$ cat config.mk
export PLATFORM = sky130hd
export DESIGN_NAME = feature_desc_gen_flat
export DESIGN_NICKNAME = d
export VERILOG_FILES = /design/src/rtl/feature_desc_gen_if.sv /design/src/rtl/feature_desc_gen.sv /design/src/flat_wrapper.sv
export SDC_FILE = /design/constraint.sdc
export NUM_CORES = 1
export LEC_CHECK = 0
export CAP_MARGIN = 30
export CORE_UTILIZATION = 60
export DETAILED_ROUTE_END_ITERATION = 8
export DONT_BUFFER_PORTS = 1
export GPL_ROUTABILITY_DRIVEN = 0
export PLACE_DENSITY = 0.76
export SLEW_MARGIN = 20
export SYNTH_ARGS = -nofsm -noshare
export SYNTH_HDL_FRONTEND = slang
export SYNTH_SLANG_ARGS = --single-unit
export TNS_END_PERCENT = 10
$ cat constraint.sdc
create_clock -name clk -period 1.95 [get_ports clk]
set_input_delay 0.0975 -clock clk [delete_from_list [all_inputs] [get_ports clk]]
set_output_delay 0.0975 -clock clk [all_outputs]
set_load 0.005 [all_outputs]
$ cat src/rtl/feature_desc_gen_if.sv
// Pixel-pair input stream and descriptor output stream of feature_desc_gen.
// Both streams use valid/ready: a beat transfers on a rising edge with valid&ready=1,
// and the sender holds its valid and data stable until that transfer happens.
interface feature_desc_gen_if #(
    parameter int PIX_W  = 8,
    parameter int DESC_W = 16
);
    logic              in_valid;
    logic              in_ready;
    logic              in_first;
    logic [PIX_W-1:0]  p_a;
    logic [PIX_W-1:0]  p_b;
    logic              out_valid;
    logic              out_ready;
    logic [DESC_W-1:0] desc;

    modport master (
        output in_valid, in_first, p_a, p_b, out_ready,
        input  in_ready, out_valid, desc
    );

    modport slave (
        input  in_valid, in_first, p_a, p_b, out_ready,
        output in_ready, out_valid, desc
    );
endinterface

$ cat src/rtl/feature_desc_gen.sv
// Packs one (p_a > p_b) bit per accepted pixel pair into a DESC_W-bit binary descriptor.
// Optional FEATURE_DESC_THRESH_EN adds a thresh port: bit = (p_a > p_b + thresh).
module feature_desc_gen #(
    parameter int PIX_W  = 8,
    parameter int DESC_W = 16
) (
    input  logic              clk,
    input  logic              rst_n,
    feature_desc_gen_if.slave bus,
    output logic [15:0]       desc_cnt,
    output logic              sync_err,
`ifdef FEATURE_DESC_THRESH_EN
    input  logic [PIX_W-1:0]  thresh,
`endif
    output logic              state_dbg
);
    localparam int IDX_W = (DESC_W > 1) ? $clog2(DESC_W) : 1;
    localparam logic [IDX_W-1:0] IDX_LAST = IDX_W'(DESC_W - 1);

    typedef enum logic {COLLECT = 1'b0, HOLD = 1'b1} state_t;

    state_t            state;
    state_t            state_nxt;
    logic [IDX_W-1:0]  idx;
    logic [DESC_W-1:0] desc_q;
    logic              in_ready_c;
    logic              out_valid_c;
    logic              accept;
    logic              resync;
    logic              pair_bit;

    assign accept = bus.in_valid & in_ready_c;
    // in_first in the middle of a descriptor restarts it with this pair as bit 0
    assign resync = accept & bus.in_first & (idx != '0);

`ifdef FEATURE_DESC_THRESH_EN
    assign pair_bit = ({1'b0, bus.p_a} > ({1'b0, bus.p_b} + {1'b0, thresh}));
`else
    assign pair_bit = (bus.p_a > bus.p_b);
`endif

    always_ff @(posedge clk or negedge rst_n) begin
        if (!rst_n) state <= COLLECT;
        else        state <= state_nxt;
    end

    always_comb begin
        state_nxt = state;
        case (state)
            COLLECT: if (accept && !resync && idx == IDX_LAST) state_nxt = HOLD;
            HOLD:    if (bus.out_ready) state_nxt = COLLECT;
            default: state_nxt = COLLECT;
        endcase
    end

    always_comb begin
        in_ready_c  = (state == COLLECT);
        out_valid_c = (state == HOLD);
    end

    always_ff @(posedge clk or negedge rst_n) begin
        if (!rst_n) begin
            idx      <= '0;
            desc_q   <= '0;
            desc_cnt <= '0;
            sync_err <= 1'b0;
        end else begin
            sync_err <= resync;
            if (accept) begin
                if (resync) begin
                    desc_q[0] <= pair_bit;
                    idx       <= IDX_W'(1);
                end else begin
                    desc_q[idx] <= pair_bit;
                    idx         <= (idx == IDX_LAST) ? '0 : idx + IDX_W'(1);
                end
            end
            if (out_valid_c && bus.out_ready) desc_cnt <= desc_cnt + 16'd1;
        end
    end

    assign bus.in_ready  = in_ready_c;
    assign bus.out_valid = out_valid_c;
    assign bus.desc      = desc_q;
    assign state_dbg     = state;
endmodule

$ cat src/flat_wrapper.sv
// flat-port wrapper written by rule: the top's interface ports become plain ports
module feature_desc_gen_flat 
#(
    parameter int PIX_W  = 8,
    parameter int DESC_W = 16
)
  (clk, rst_n, desc_cnt, sync_err, state_dbg, bus_in_valid, bus_in_first, bus_p_a, bus_p_b, bus_out_ready, bus_in_ready, bus_out_valid, bus_desc);
  feature_desc_gen_if #(.PIX_W(PIX_W), .DESC_W(DESC_W)) bus_i ();
  input  logic clk;
  input  logic rst_n;
  output logic [15:0] desc_cnt;
  output logic sync_err;
  output logic state_dbg;
  input wire logic [$bits(bus_i.in_valid)-1:0] bus_in_valid;
  input wire logic [$bits(bus_i.in_first)-1:0] bus_in_first;
  input wire logic [$bits(bus_i.p_a)-1:0] bus_p_a;
  input wire logic [$bits(bus_i.p_b)-1:0] bus_p_b;
  input wire logic [$bits(bus_i.out_ready)-1:0] bus_out_ready;
  output wire logic [$bits(bus_i.in_ready)-1:0] bus_in_ready;
  output wire logic [$bits(bus_i.out_valid)-1:0] bus_out_valid;
  output wire logic [$bits(bus_i.desc)-1:0] bus_desc;
  assign bus_i.in_valid = bus_in_valid;
  assign bus_i.in_first = bus_in_first;
  assign bus_i.p_a = bus_p_a;
  assign bus_i.p_b = bus_p_b;
  assign bus_i.out_ready = bus_out_ready;
  assign bus_in_ready = bus_i.in_ready;
  assign bus_out_valid = bus_i.out_valid;
  assign bus_desc = bus_i.desc;
  feature_desc_gen #(.PIX_W(PIX_W), .DESC_W(DESC_W)) u_core (.clk(clk), .rst_n(rst_n), .bus(bus_i), .desc_cnt(desc_cnt), .sync_err(sync_err), .state_dbg(state_dbg));
endmodule
==> impl_metrics.yaml <==
setup_path:
  ff2ff_path_depth: 4
  cp-end-kind: "flip-flop"
  critPathCapture: "u_core.bus.desc[1]"
  startpoint: "u_core.idx[2]"
  rrSetupSlack_ns: 0.07
  r2r_end: "u_core.bus.desc[1]"
  r2r-start: "u_core.idx[2]"
  cp.required_ns: 2.22
  cp-start-kind: "flip-flop"
  critical_path_arrival_ns: 2.15
  path_class: "flip-flop to flip-flop"
  path_max_fanout: 12
yosys:
  yosysTopAreaCell: "dfrtp_1"
  synth_edf_count: 0
  syn-num-nets: 243
  yosys-top-cells-count: "38 x dfrtp_1, 24 x nand2_1, 17 x nand4_1"
  yosysUniqueCellTypes: 36
  yosys_warnings: 0
  yosysSeqAreaShare_pct: 45.6
  synth-async-reset-ratio_pct: 100
  synth_top_area_share_pct: 45.6
  synth_ff_type: "dfrtp_1"
  ys_seq_elements: 38
  synthMostInstantiatedCell: "dfrtp_1"
  netlist_area_um2: 2090
  syn-mean-instance-area_um2: 9.99
  synthCells: 209
  synth_top_cells_by_area: "dfrtp_1 46%, ha_1 7.8%, xnor2_1 5.5%"
floorplan:
  die_w_um: 61.0
  fp.dieH_um: 61.0
  core_area_um2: 3340
  rows: 21
  io_pins: 57
  start_util_pct: 62.5
  die-area_um2: 3720
power_and_ir_drop:
  power_frac_seq_pct: 50.5
  sw_frac_of_total_pct: 33.5
  p_clk_share_pct: 24.7
  combPwrFrac_pct: 24.8
  intPower_uw: 1480
  ir_drop_mv: 0.561
  p_leak_uw: 0.00103
  netSwitchingPower_uw: 745
  p_per_area_nw_per_um2: 983
timing:
  setup_ws_ns: 0.0715
  slew_headroom_pct: 55.7
  hold_viol_final: 0
  min_period_over_period_pct: 96.3
  tightest_slew_ns: 0.655
  fin_crit_ns: 1.88
  fmax_ghz: 0.532
  rsz0062_at_grt: "false"
  clock_skew_ns: 0.0109
  fin_hold_ws_ns: 0.0322
  slew_viol_final: 0
  setup_violations: 0
global_routing:
  grt_first_pass_wirelength_mm: 7.08
  grt_overflow_total: 0
  grt_util_all_layers_pct: 26.3
  antenna_found_initial: 0
  grt_pass1_vias: 1582
  grt_max_degree: 39
clock_network:
  clk_latency_ns: 0.34
  cts_tree: "done"
  postCtsSetupRepairBufs: 0
  clk_pin_slew_worst_paths_ns: 0.12
  cts_sinks: 38
  htreeDepth: 2
  root_buffer: "clkbuf_4"
  cts.path.max_buffers: 2
  cts_made_buffers: 5
route:
  via_count: 1613
  final_antenna_net_count: 0
  avgViaCountPerCell: 6.18
  post-route-drc-count: 0
  firstDrtPassIters: 4
  drtIter0Drc: 156
  post_drt_wl_per_cell_um: 17.4
  wirelength_mm: 4.54
final_layout:
  nNetsFinal: 249
  drive_gt1_share_pct: 7.44
  stdcell_area_um2: 2260
  area_growth_pct: 8.27
  antenna_cells: 0
placed_design:
  portBuffers: 0
  placed_area_um2: 2110
  dpl.hpwl_mm: 3.37
  dpl_worst_slack_ns: -0.0190
flow_run:
  drv_cap: 0
hold_path:
  holdCritPathClass: "input pin to flip-flop"
status:
  status: "finished, final reports clean"
## critical path: stages, from the launching register on
cell and delay (ns):
dfrtp_1 0.54, nor4b_1 0.65, o211ai_1 0.29, mux2i_1 0.18
a21oi_1 0.16
## per-stage QoR
step / setup TNS, ns / instances / utilization, % / power, uW
3_5_place_dp: -0.0190 / 249 / 63.3 / 1640
4_1_cts: 0 / 261 / 67.7 / 2220
2_1_floorplan: 0 / 209 / - / 1510
6_report: 0 / 261 / 67.7 / 2220
5_1_grt: 0 / 261 / 67.7 / 2350
3_3_place_gp: 0 / 249 / 63.3 / 1580
## cell usage in the layout (no fill, tap or decap), drive strengths merged
master       instances
and3                 5
bufinv               1
xnor2               13
nor3                 2
buf                  5
mux2i                4
nand3b               1
nor3b                1
a32o                 1
nand3                7
or3                  2
nor2b                2
nor4b                3
o21bai               1
a31oi                1
o21ai                8
nand2               24
clkbuf               6
o211ai               4
a21o                 1
inv                 14
and2                 1
nand4               17
a21oi                7
dfrtp               38
o2bb2ai             11
xor2                 2
dlygate4sd3          4
a32oi                1
ha                  13
nand2b               3
nor2                11
mux2                 1
## kinds of logic (layout without fill, tap and decap cells)
kind of cell | after synthesis | after routing | synth area share, %
and+or+nand+nor | 79 | 79 | 20.9
muxes | 5 | 5 | 2.46
adders and majority gates | 13 | 13 | 7.79
buffers and inverters | 24 | 30 | 5.46
xor gates and xnor gates | 15 | 15 | 6.30
AOI/OAI and AO/OA | 35 | 35 | 11.6
DFF | 38 | 38 | 45.6
## sequential cells by signal (all words and copies together) (netlist names)
| signal | cells |
|---|---|
| u_core.bus.desc | 16 |
| u_core.bus.out_valid | 1 |
| u_core.desc_cnt | 16 |
| u_core.idx | 4 |
| u_core.sync_err | 1 |
## cell type report
class	instances	area, um2
Tap cell	46	57.6
Inverter	14	52.6
Clock inverter	1	30.0
Sequential cell	38	951
Fill cell	282	1080
Clock buffer	6	51.3
Timing Repair Buffer	9	90.1
Multi-Input combinational cell	147	1030
## repair_timing
action,CTS,global route
hold buffers,5,0
hold endpoints to repair,50,0
resized for setup,1,0
endpoints found under the setup margin,1,0
## worst min path at each step
stage,startpoint,endpoint,slack [ns],cells after the start
3_3_place_gp,rst_n,u_core.bus.desc[3],-0.20,0
2_1_floorplan,rst_n,u_core.bus.desc[0],-0.20,0
3_5_place_dp,rst_n,u_core.bus.desc[3],-0.20,0
4_1_cts,bus_in_first,u_core.bus.out_valid,0.01,2
5_1_grt,bus_in_first,u_core.bus.out_valid,0.003,2
6_report,bus_in_first,u_core.bus.out_valid,0.03,2
## power by group through the flow
stage	logic (uW)	clock network [uW]	registers (uW)
floorplan	464	0	1040
global placement	467	0	1120
detailed placement	507	0	1130
CTS	542	559	1120
global route	605	600	1150
finish	551	549	1120
## per-layer routing
metal	GRT usage, %	up-vias	part of all wire, %	wire length, um
li1	-	751	-	-
met1	27.5	786	38	1720
met2	47.1	64	55	2480
met3	8.96	12	5.3	241
met4	13.0	0	2.0	89
met5	0	-	0	0
No activity file was read; power rests on OpenSTA's default activity.
